$ cat config.mk
export PLATFORM = sky130hd
export DESIGN_NAME = text_pixel_pipe
export DESIGN_NICKNAME = d
export VERILOG_FILES = /design/src/rtl/text_pixel_pipe.sv
export SDC_FILE = /design/constraint.sdc
export NUM_CORES = 1
export LEC_CHECK = 0
export CORE_MARGIN = 5
export CORE_UTILIZATION = 44
export CTS_BUF_LIST = sky130_fd_sc_hd__clkbuf_16
export DETAILED_ROUTE_END_ITERATION = 8
export PLACE_DENSITY = 0.76
export SLEW_MARGIN = 20
export SYNTH_ARGS = -nofsm -noshare
export SYNTH_HDL_FRONTEND = slang
export SYNTH_SLANG_ARGS = --single-unit
$ cat constraint.sdc
create_clock -name clock25 -period 1.2 [get_ports clock25]
set_input_delay 0.36 -clock clock25 [delete_from_list [all_inputs] [get_ports clock25]]
set_output_delay 0.36 -clock clock25 [all_outputs]
set_load 0.01 [all_outputs]
$ cat src/rtl/text_pixel_pipe.sv
// -----------------------------------------------------------------------------
// text_pixel_pipe
//
// Text-mode pixel generator. The horizontal/vertical counters from the VGA
// timing generator are turned into a monochrome pixel through a fixed
// five-edge pipeline:
//   E1  cell decode, text RAM address/strobe
//   E2  external text RAM registers the character code
//   E3  font ROM address {code, glyph_row}/strobe
//   E4  external font ROM registers the glyph row
//   E5  glyph bit selection -> Pixel, video_on
// The pipeline never stalls; one pixel enters and one leaves per clock.
// LATENCY is exported so the timing generator can delay hsync/vsync to match.
//
// Optional feature (macro TEXT_CURSOR_EN): blinking block cursor covering the
// bottom two glyph rows of the selected cell. The blink phase toggles every 32
// frames. When the macro is undefined the cursor ports and logic are absent.
//
// Ports:
//   clock25            in   pixel clock, single clock domain
//   reset_n            in   asynchronous active-low reset
//   HorizontalCounter  in   current pixel column
//   VerticalCounter    in   current line
//   text_addr          out  text RAM read address (row*COLS+col)
//   text_rd            out  text RAM read strobe (visible pixels only)
//   text_data          in   character code, one cycle after text_addr
//   font_addr          out  font ROM address {code, glyph_row}
//   font_rd            out  font ROM read strobe
//   font_data          in   glyph row bits, one cycle after font_addr
//   Pixel              out  monochrome pixel
//   video_on           out  visible-area flag aligned with Pixel
//   cursor_on          in   cursor enable            (TEXT_CURSOR_EN only)
//   cursor_col         in   cursor text column       (TEXT_CURSOR_EN only)
//   cursor_row         in   cursor text row          (TEXT_CURSOR_EN only)
//
// GLYPH_W and GLYPH_H are expected to be at least 2.
// -----------------------------------------------------------------------------
module text_pixel_pipe #(
    parameter int CNT_W     = 10,
    parameter int H_ACTIVE  = 640,
    parameter int V_ACTIVE  = 480,
    parameter int GLYPH_W   = 8,
    parameter int GLYPH_H   = 12,
    parameter int COLS      = 80,
    parameter int ROWS      = 40,
    parameter int CODE_W    = 7,
    parameter int MSB_FIRST = 1,
    localparam int ADDR_W   = $clog2(COLS * ROWS),
    localparam int FONT_AW  = CODE_W + $clog2(GLYPH_H)
`ifdef TEXT_CURSOR_EN
    ,
    localparam int CCOL_W   = $clog2(COLS),
    localparam int CROW_W   = $clog2(ROWS)
`endif
) (
    input  logic                 clock25,
    input  logic                 reset_n,
    input  logic [CNT_W-1:0]     HorizontalCounter,
    input  logic [CNT_W-1:0]     VerticalCounter,
    output logic [ADDR_W-1:0]    text_addr,
    output logic                 text_rd,
    input  logic [CODE_W-1:0]    text_data,
    output logic [FONT_AW-1:0]   font_addr,
    output logic                 font_rd,
    input  logic [GLYPH_W-1:0]   font_data,
`ifdef TEXT_CURSOR_EN
    input  logic                 cursor_on,
    input  logic [CCOL_W-1:0]    cursor_col,
    input  logic [CROW_W-1:0]    cursor_row,
`endif
    output logic                 Pixel,
    output logic                 video_on
);

    localparam int LATENCY = 5;
    localparam int GROW_W  = $clog2(GLYPH_H);
    localparam int BIT_W   = $clog2(GLYPH_W);
    localparam int PROD_W  = 2 * CNT_W;

    // E1 decode results
    logic [CNT_W-1:0]  col_s;
    logic [CNT_W-1:0]  row_s;
    logic [GROW_W-1:0] grow_s;
    logic [BIT_W-1:0]  bit_s;
    logic              vis_s;
    logic [ADDR_W-1:0] addr_s;

    // Side-band pipeline: index n holds the value after edge En
    logic [LATENCY-1:1] vis_r;
    logic [BIT_W-1:0]   bit_r [1:LATENCY-1];
    logic [GROW_W-1:0]  grow1_r;
    logic [GROW_W-1:0]  grow2_r;

    // E5 selection
    logic [BIT_W-1:0]   pix_idx_s;
    logic               glyph_bit_s;
    logic               cur_out_s;

    // Cell decode from the raw counters (exact floor division by constants)
    always_comb begin
        col_s  = HorizontalCounter / CNT_W'(GLYPH_W);
        row_s  = VerticalCounter / CNT_W'(GLYPH_H);
        grow_s = GROW_W'(VerticalCounter % CNT_W'(GLYPH_H));
        bit_s  = BIT_W'(HorizontalCounter % CNT_W'(GLYPH_W));
        vis_s  = (HorizontalCounter < CNT_W'(H_ACTIVE)) &&
                 (VerticalCounter < CNT_W'(V_ACTIVE));
        addr_s = ADDR_W'(PROD_W'(row_s) * PROD_W'(COLS) + PROD_W'(col_s));
    end

    // E1: text RAM address and strobe; address freezes in blanking
    always_ff @(posedge clock25 or negedge reset_n) begin
        if (!reset_n) begin
            text_addr <= {ADDR_W{1'b0}};
            text_rd   <= 1'b0;
            grow1_r   <= {GROW_W{1'b0}};
        end else begin
            if (vis_s) begin
                text_addr <= addr_s;
            end
            text_rd <= vis_s;
            grow1_r <= grow_s;
        end
    end

    // Visibility and bit-position delay line running alongside the fetches
    always_ff @(posedge clock25 or negedge reset_n) begin
        if (!reset_n) begin
            vis_r <= {(LATENCY-1){1'b0}};
            for (int i = 1; i < LATENCY; i++) begin
                bit_r[i] <= {BIT_W{1'b0}};
            end
        end else begin
            vis_r    <= {vis_r[LATENCY-2:1], vis_s};
            bit_r[1] <= bit_s;
            for (int i = 2; i < LATENCY; i++) begin
                bit_r[i] <= bit_r[i-1];
            end
        end
    end

    // E2: glyph row waits while the RAM returns the character code
    always_ff @(posedge clock25 or negedge reset_n) begin
        if (!reset_n) begin
            grow2_r <= {GROW_W{1'b0}};
        end else begin
            grow2_r <= grow1_r;
        end
    end

    // E3: font ROM address and strobe; address freezes in blanking
    always_ff @(posedge clock25 or negedge reset_n) begin
        if (!reset_n) begin
            font_addr <= {FONT_AW{1'b0}};
            font_rd   <= 1'b0;
        end else begin
            if (vis_r[2]) begin
                font_addr <= {text_data, grow2_r};
            end
            font_rd <= vis_r[2];
        end
    end

    // Pick the glyph bit for the current pixel according to bit order
    always_comb begin
        if (MSB_FIRST != 0) begin
            pix_idx_s = BIT_W'(GLYPH_W - 1) - bit_r[LATENCY-1];
        end else begin
            pix_idx_s = bit_r[LATENCY-1];
        end
        glyph_bit_s = font_data[pix_idx_s];
    end

`ifdef TEXT_CURSOR_EN
    logic [CNT_W-1:0]   v_prev_r;
    logic [5:0]         blink_r;
    logic               frame_tick_s;
    logic               cur_s;
    logic [LATENCY-1:1] cur_r;

    // Frame start is V stepping to 0 at H=0; cursor hit uses E1 decode
    always_comb begin
        frame_tick_s = (VerticalCounter == {CNT_W{1'b0}}) &&
                       (HorizontalCounter == {CNT_W{1'b0}}) &&
                       (v_prev_r != {CNT_W{1'b0}});
        cur_s = cursor_on && blink_r[5] &&
                (col_s == CNT_W'(cursor_col)) &&
                (row_s == CNT_W'(cursor_row)) &&
                ((grow_s == GROW_W'(GLYPH_H - 2)) ||
                 (grow_s == GROW_W'(GLYPH_H - 1)));
    end

    // Frame counter; bit 5 is the blink phase, toggling every 32 frames
    always_ff @(posedge clock25 or negedge reset_n) begin
        if (!reset_n) begin
            v_prev_r <= {CNT_W{1'b0}};
            blink_r  <= 6'd0;
        end else begin
            v_prev_r <= VerticalCounter;
            if (frame_tick_s) begin
                blink_r <= blink_r + 6'd1;
            end
        end
    end

    // Cursor hit travels with the pixel so latency is unchanged
    always_ff @(posedge clock25 or negedge reset_n) begin
        if (!reset_n) begin
            cur_r <= {(LATENCY-1){1'b0}};
        end else begin
            cur_r <= {cur_r[LATENCY-2:1], cur_s};
        end
    end

    // Cursor contribution at the output stage
    always_comb begin
        cur_out_s = cur_r[LATENCY-1];
    end
`else
    // No cursor: pixel is purely glyph-derived
    always_comb begin
        cur_out_s = 1'b0;
    end
`endif

    // E5: registered pixel and visible flag
    always_ff @(posedge clock25 or negedge reset_n) begin
        if (!reset_n) begin
            Pixel    <= 1'b0;
            video_on <= 1'b0;
        end else begin
            Pixel    <= vis_r[LATENCY-1] & (glyph_bit_s | cur_out_s);
            video_on <= vis_r[LATENCY-1];
        end
    end

endmodule
==> results of run 1 <==
## area by class of cell
class / instances / share of cell area [%]
Clock buffer: 5 / 2.87
Clock inverter: 3 / 0.345
Inverter: 15 / 1.41
Multi-Input combinational cell: 147 / 36.7
Sequential cell: 49 / 28.1
Tap cell: 72 / 2.07
Timing Repair Buffer: 147 / 28.4
## power by group through the flow
stage          clock (µW)  combinational [µW]  sequential (µW)
3_3_place_gp            0                2190             2070
3_5_place_dp            0                2240             2090
4_1_cts              1330                2340             2060
2_1_floorplan           0                1000             2170
5_1_grt              1410                2900             2090
6_report             1320                2700             2070
## worst paths after layout
kind                                       to  slack (ns)                from
worst min-delay path             font_addr[6]        0.06             reset_n
max in group asynchronous          grow2_r[2]        0.94             reset_n
worst max-delay path            text_addr[11]       -1.99  VerticalCounter[5]
worst max register to register          Pixel       -0.01            bit_r[0]
worst min register to register       bit_r[1]        0.35            bit_r[4]
min in group clock25                 bit_r[1]        0.35            bit_r[4]
## per-stage QoR
stage          TNS, ns  area [µm²]  util [%]  setup slack [ns]
3_3_place_gp    -27.74        3810      68.4             -2.54
6_report        -16.94        4360      78.2             -1.99
4_1_cts         -16.09        4070      73.0             -1.82
2_1_floorplan   -15.63        2690         -             -1.96
3_5_place_dp    -28.99        3810      68.4             -2.65
5_1_grt         -17.74        4360      78.2             -2.07
## worst reg2reg max path: stages, from the launching register on
cell	delay, ns
dfrtp_1	0.40
mux4_2	0.51
mux2i_1	0.14
nor2b_1	0.06
## kinds of logic (layout without fill, tap and decap cells)
| group | count (synthesis) | after routing | synth area share (%) |
|---|---|---|---|
| flip-flops | 49 | 49 | 48.0 |
| buffers and inverters | 28 | 170 | 5.20 |
| XOR/XNOR | 12 | 12 | 4.12 |
| AND/OR/NAND/NOR | 45 | 45 | 9.41 |
| multiplexers | 26 | 26 | 12.2 |
| AO/OA/AOI/OAI | 50 | 50 | 13.6 |
| adder cells (fa/ha/maj) | 14 | 14 | 7.45 |
## registers in the layout, summed over array words and instances, names as in the netlist
name / count
Pixel: 1
bit_r: 12
font_addr: 11
grow1_r: 4
grow2_r: 4
text_addr: 12
video_on: 1
vis_r: 4
## per-layer routing
layer	wire length [µm]	part of all wire [%]	up-vias	GRT usage, %
met3	487	6.1	29	4.90
li1	-	-	1081	-
met4	291	3.7	0	6.04
met2	4190	53	110	35.5
met5	0	0	-	0
met1	2980	37	1143	23.4
## synthesized netlist by cell type (all sizes together), types with 2 or more instances
master	number	share of area, %
a211oi	2	0.59
a21o	4	1.2
a21oi	10	2.0
a22oi	2	0.78
a31oi	2	0.49
and3	2	0.49
buf	8	2.3
clkbuf	5	0.74
dfrtp	49	48
fa	2	1.6
ha	12	5.9
inv	15	2.2
mux2	20	8.8
mux2i	4	1.6
mux4	2	1.8
nand2	10	1.5
nand3	2	0.39
nor2	11	1.6
nor2b	4	0.98
nor3	6	1.2
nor3b	4	1.4
nor4bb	2	0.78
o21ai	11	2.2
o32a	2	0.78
xnor2	9	3.1
xor2	3	1.0
## timing repair
| item | 4_1_cts | 5_1_grt |
|---|---|---|
| hold endpoints to repair | 0 | 0 |
| buffers inserted | 12 | 13 |
| pin swaps | 26 | 31 |
| setup endpoints to repair | 43 | 24 |
| gates cloned | 2 | 0 |
| gates resized for setup | 181 | 52 |
==> flow_summary.ini, run 1 <==
[outcome]
outcome = finished, violations left
violations = setup timing

[worst_setup_path]
cp_cell_sequence = buf_8, buf_6, nor4bb_4, o21ai_1, a32o_1, and3_4, a21boi_2, o21ai_2, ha_4, ha_4, inv_2, fa_2, nor3b_4, nand3_2, xnor2_2, a21oi_1
critPathBufInv = 3
cp_data_arrival_time_ns = 3.40
cp-end-kind = flip-flop
r2r_cells = 3
start_kind = input port
max_stage_delay_ns = 0.47
cp_top_family = compound AO/OA/AOI/OAI gates
critPathKind = input port to flip-flop
cp.depth = 16
critPathRequiredTime_ns = 1.41
cp_max_fo = 6
cp_common_cell = ha_4
critical_path.slowest_cell = fa_2

[synthesis]
syn_avg_cell_area_um2 = 11.4
yosys_warnings = 0
syn-num-nets = 275
ys_seq_elements = 49
async_flop_share_pct = 100
synth_edf_count = 0
ys.flop_type = dfrtp_1
seq_area_frac_synth_pct = 48.0
netlist_area_mm2 = 0.00255
synth_cells = 224
synth_cell_types = 52

[power_and_ir_drop]
switching_share_pct = 31.2
power_uw = 6080
clkPwrFrac_pct = 21.7
p_leak_uw = 0.00205
p_seq_share_pct = 33.9
p_sw_uw = 1900
combPwrFrac_pct = 44.4
power.internal_uw = 4190
peakVddDrop_mv = 0.840
p_per_area_mw_per_mm2 = 1400

[routing]
dr.pass1.iters = 5
post-route-drc-count = 0
via_per_inst = 5.39
ant_nets = 0
dr_total_vias = 2363
wl_mm = 7.95
wl_per_cell_um = 18.1
drt_iter0_drc = 121

[placement]
io_buffers = 63
dp.cells = 406
hpwlAfterDp_mm = 4.66
gp_congestion = 0.811

[timing]
finalWorstSetupSlack_ns = -1.99
slew_violations = 0
finClkSkew_ns = 0.00203
fin_hold_ws_ns = 0.0577
slew_headroom_pct = 75.5
finalCriticalPeriod_ns = 3.19
hold_violations = 0
setup_violations = 16
final.period_utilization_pct = 266
fmax_ghz = 0.314
rsz0062_at_grt = true
worstMarginPinSlew_ns = 0.367

[clocking]
insertion_delay_ns = 0.28
hold_buffers = 0
root_buffer = clkbuf_16
clock-sinks = 49
path_clk_slew_ns = 0.06
cts_tree = built
cts.htree.levels = 2
numCtsBuffers = 5
cts_buffer_depth = 2

[finish]
multi_input_area_mm2 = 0.00160
instances_no_fill = 438
drive_gt1_share_pct = 54.9
final_cell_mix = 66 x buf_4, 49 x dfrtp_1, 28 x buf_2
diodes = 0
num-fill-cells = 320
regArea_mm2 = 0.00123
area_growth_pct = 70.7
fin_nets = 416
final_common_cell = buf_4

[floorplan]
ios = 64
die_area_mm2 = 0.00742
coreArea_mm2 = 0.00557
die_h_um = 86.2
start_util_pct = 45.8
fp-row-count = 27
die_x_um = 86.2

[job]
drv_cap = 0

[grt]
grt_max_degree = 50
antenna_found_initial = 0
grt_first_pass_wirelength_mm = 11.6
track_usage_pct = 19.9
grt.overflow.total = 0
grt_pass1_vias = 2360

[worst_hold_path]
hp-class = input port to async pin
Power figures use the tool's default switching activity.
==> inputs of run 2 (changes only) <==
Clock period 1.2 ns to 2.88 ns, I/O delays scaled along.
==> run 2 against run 1 <==
The flow still finishes with violations (setup timing). Combinational power decreased by 63%. First-iteration DRC count decreased by 45%. Setup slack improved by 1.3 ns. Critical endpoint unchanged. Routed wire length decreased by 15%. Design area decreased by 5.7%. Sequential share of layout area increased by 1.7 points. Clock-buffer cell count unchanged. Sequential cell count unchanged. Highest routed layer unchanged. Largest power group unchanged.
==> flow_summary.ini, run 2 (synthesis gave the netlist of run 1 again) <==
[worst_setup_path]
critPathKind = input port to flip-flop
cp_max_fo = 8
cp_cell_sequence = buf_8, buf_8, xnor2_4, a211oi_2, a2111o_1, and3_4, a21boi_2, o21ai_2, ha_2, ha_4, inv_2, fa_2, nor3b_2, nand3_1, xnor2_1, a21oi_1
critical_path.slowest_cell = fa_2
reg2reg_to = Pixel
cp_data_arrival_time_ns = 3.72
max_stage_delay_ns = 0.46
cp_common_cell = buf_8
r2r_slack_ns = 1.68
r2r_cells = 3
start_kind = input port
critPathRequiredTime_ns = 3.02
cp-end-kind = flip-flop
critPathBufInv = 3
cp_top_family = compound AO/OA/AOI/OAI gates
r2r-start = bit_r[0]

[timing]
hold_violations = 0
slew_violations = 0
rsz0062_at_grt = true
final.period_utilization_pct = 125
finalWorstSetupSlack_ns = -0.708
fin_hold_ws_ns = 0.346
fmax_ghz = 0.279
finClkSkew_ns = 0.00216
finalCriticalPeriod_ns = 3.59
slew_headroom_pct = 47.6
worstMarginPinSlew_ns = 0.786
setup_violations = 7

[finish]
final_cell_mix = 56 x clkdlybuf4s50_1, 50 x buf_4, 49 x dfrtp_1
largestRegisters = bit_r x12, text_addr x12, font_addr x11
fin_nets = 393
num-fill-cells = 342
drive_gt1_share_pct = 41.1
diodes = 0
final_common_cell = clkdlybuf4s50_1
area_growth_pct = 61.0
instances_no_fill = 415

[floorplan]
die_h_um = 86.2
die_area_mm2 = 0.00742
ios = 64
coreArea_mm2 = 0.00557
die_x_um = 86.2
fp-row-count = 27
start_util_pct = 45.8

[clocking]
numCtsBuffers = 5
insertion_delay_ns = 0.28
path_clk_slew_ns = 0.06
cts_buffer_depth = 2
root_buffer = clkbuf_16
clock-sinks = 49
hold_buffers = 0
cts_tree = built
cts.htree.levels = 2

[placement]
gp_congestion = 0.939
io_buffers = 63
hpwlAfterDp_mm = 4.74
place_ws_ns = -1.45
dp.cells = 396

[worst_hold_path]
hp-class = flip-flop to flip-flop
min_from = bit_r[10]
min_to = bit_r[7]
hold_depth = 0

[routing]
via_per_inst = 5.29
ant_nets = 0
wl_mm = 6.76
dr.pass1.iters = 4
drt_iter0_drc = 67
wl_per_cell_um = 16.3
dr_total_vias = 2196
post-route-drc-count = 0

[grt]
track_usage_pct = 18.3
grt_max_degree = 50
antenna_found_initial = 0
grt_pass1_vias = 2283
grt.overflow.total = 0
grt_first_pass_wirelength_mm = 10.8

[power_and_ir_drop]
peakVddDrop_mv = 0.401
p_leak_uw = 0.00182
power_uw = 2480
p_per_area_mw_per_mm2 = 603

[outcome]
outcome = finished, violations left
violations = setup timing

[job]
drv_cap = 0
## run 2: cell count changes in the layout (fill, tap and decap cells not counted), moves of 7 or more
| cell | delta |
|---|---|
| buf_4 | -16 |
| mux2_2 | +7 |
| dlygate4sd2_1 | -8 |
| mux2_4 | -7 |
| buf_2 | -25 |
| clkdlybuf4s50_1 | +37 |
## run 2: stage by stage
step	setup TNS, ns	cell area, µm²	utilization, %
3_5_place_dp	-11.04	3660	65.6
4_1_cts	-3.45	4010	71.9
3_3_place_gp	-12.23	3660	65.6
5_1_grt	-4.47	4110	73.7
2_1_floorplan	-3.67	2660	-
6_report	-3.80	4110	73.7
## run 2: power breakdown
| group | internal [µW] | switching (µW) | leakage [µW] |
|---|---|---|---|
| clock network | 403 | 225 | 0.0000826 |
| registers | 801 | 59.0 | 0.000577 |
| logic | 579 | 413 | 0.00116 |
| total | 1780 | 698 | 0.00182 |
## run 2: how the worst max path moves through the flow
| stage | cells past startpoint | slack, ns | start | end |
|---|---|---|---|---|
| 2_1_floorplan | 16 | -0.78 | VerticalCounter[6] | text_addr[11] |
| 3_3_place_gp | 18 | -1.41 | VerticalCounter[6] | text_addr[11] |
| 3_5_place_dp | 17 | -1.45 | VerticalCounter[5] | text_addr[10] |
| 4_1_cts | 18 | -0.64 | VerticalCounter[6] | text_addr[11] |
| 5_1_grt | 18 | -0.83 | VerticalCounter[5] | text_addr[11] |
| 6_report | 16 | -0.71 | VerticalCounter[5] | text_addr[11] |
## run 2: routing by layer
| metal | up-vias | wire [µm] | global-route usage (%) |
|---|---|---|---|
| met2 | 84 | 3550 | 32.0 |
| li1 | 1037 | - | - |
| met4 | 0 | 223 | 7.91 |
| met3 | 21 | 408 | 3.55 |
| met1 | 1054 | 2580 | 21.7 |
| met5 | - | 0 | 0 |
## run 2: what timing repair did
action,in CTS,in global routing
setup endpoints to repair,8,7
buffers inserted,6,3
pin swaps,25,17
cloned,2,0
gates resized for setup,59,18
## run 2: final cells by class
class / instances / area (µm²) / share of cell area, %
multi-input cells: 147 / 1450 / 35.2
flip-flops and latches: 49 / 1230 / 29.8
repair buffers: 124 / 1120 / 27.4
clock buffers: 5 / 125 / 3.04
well taps: 72 / 90.1 / 2.19
inverters: 15 / 58.8 / 1.43
clock inverters: 3 / 37.5 / 0.913
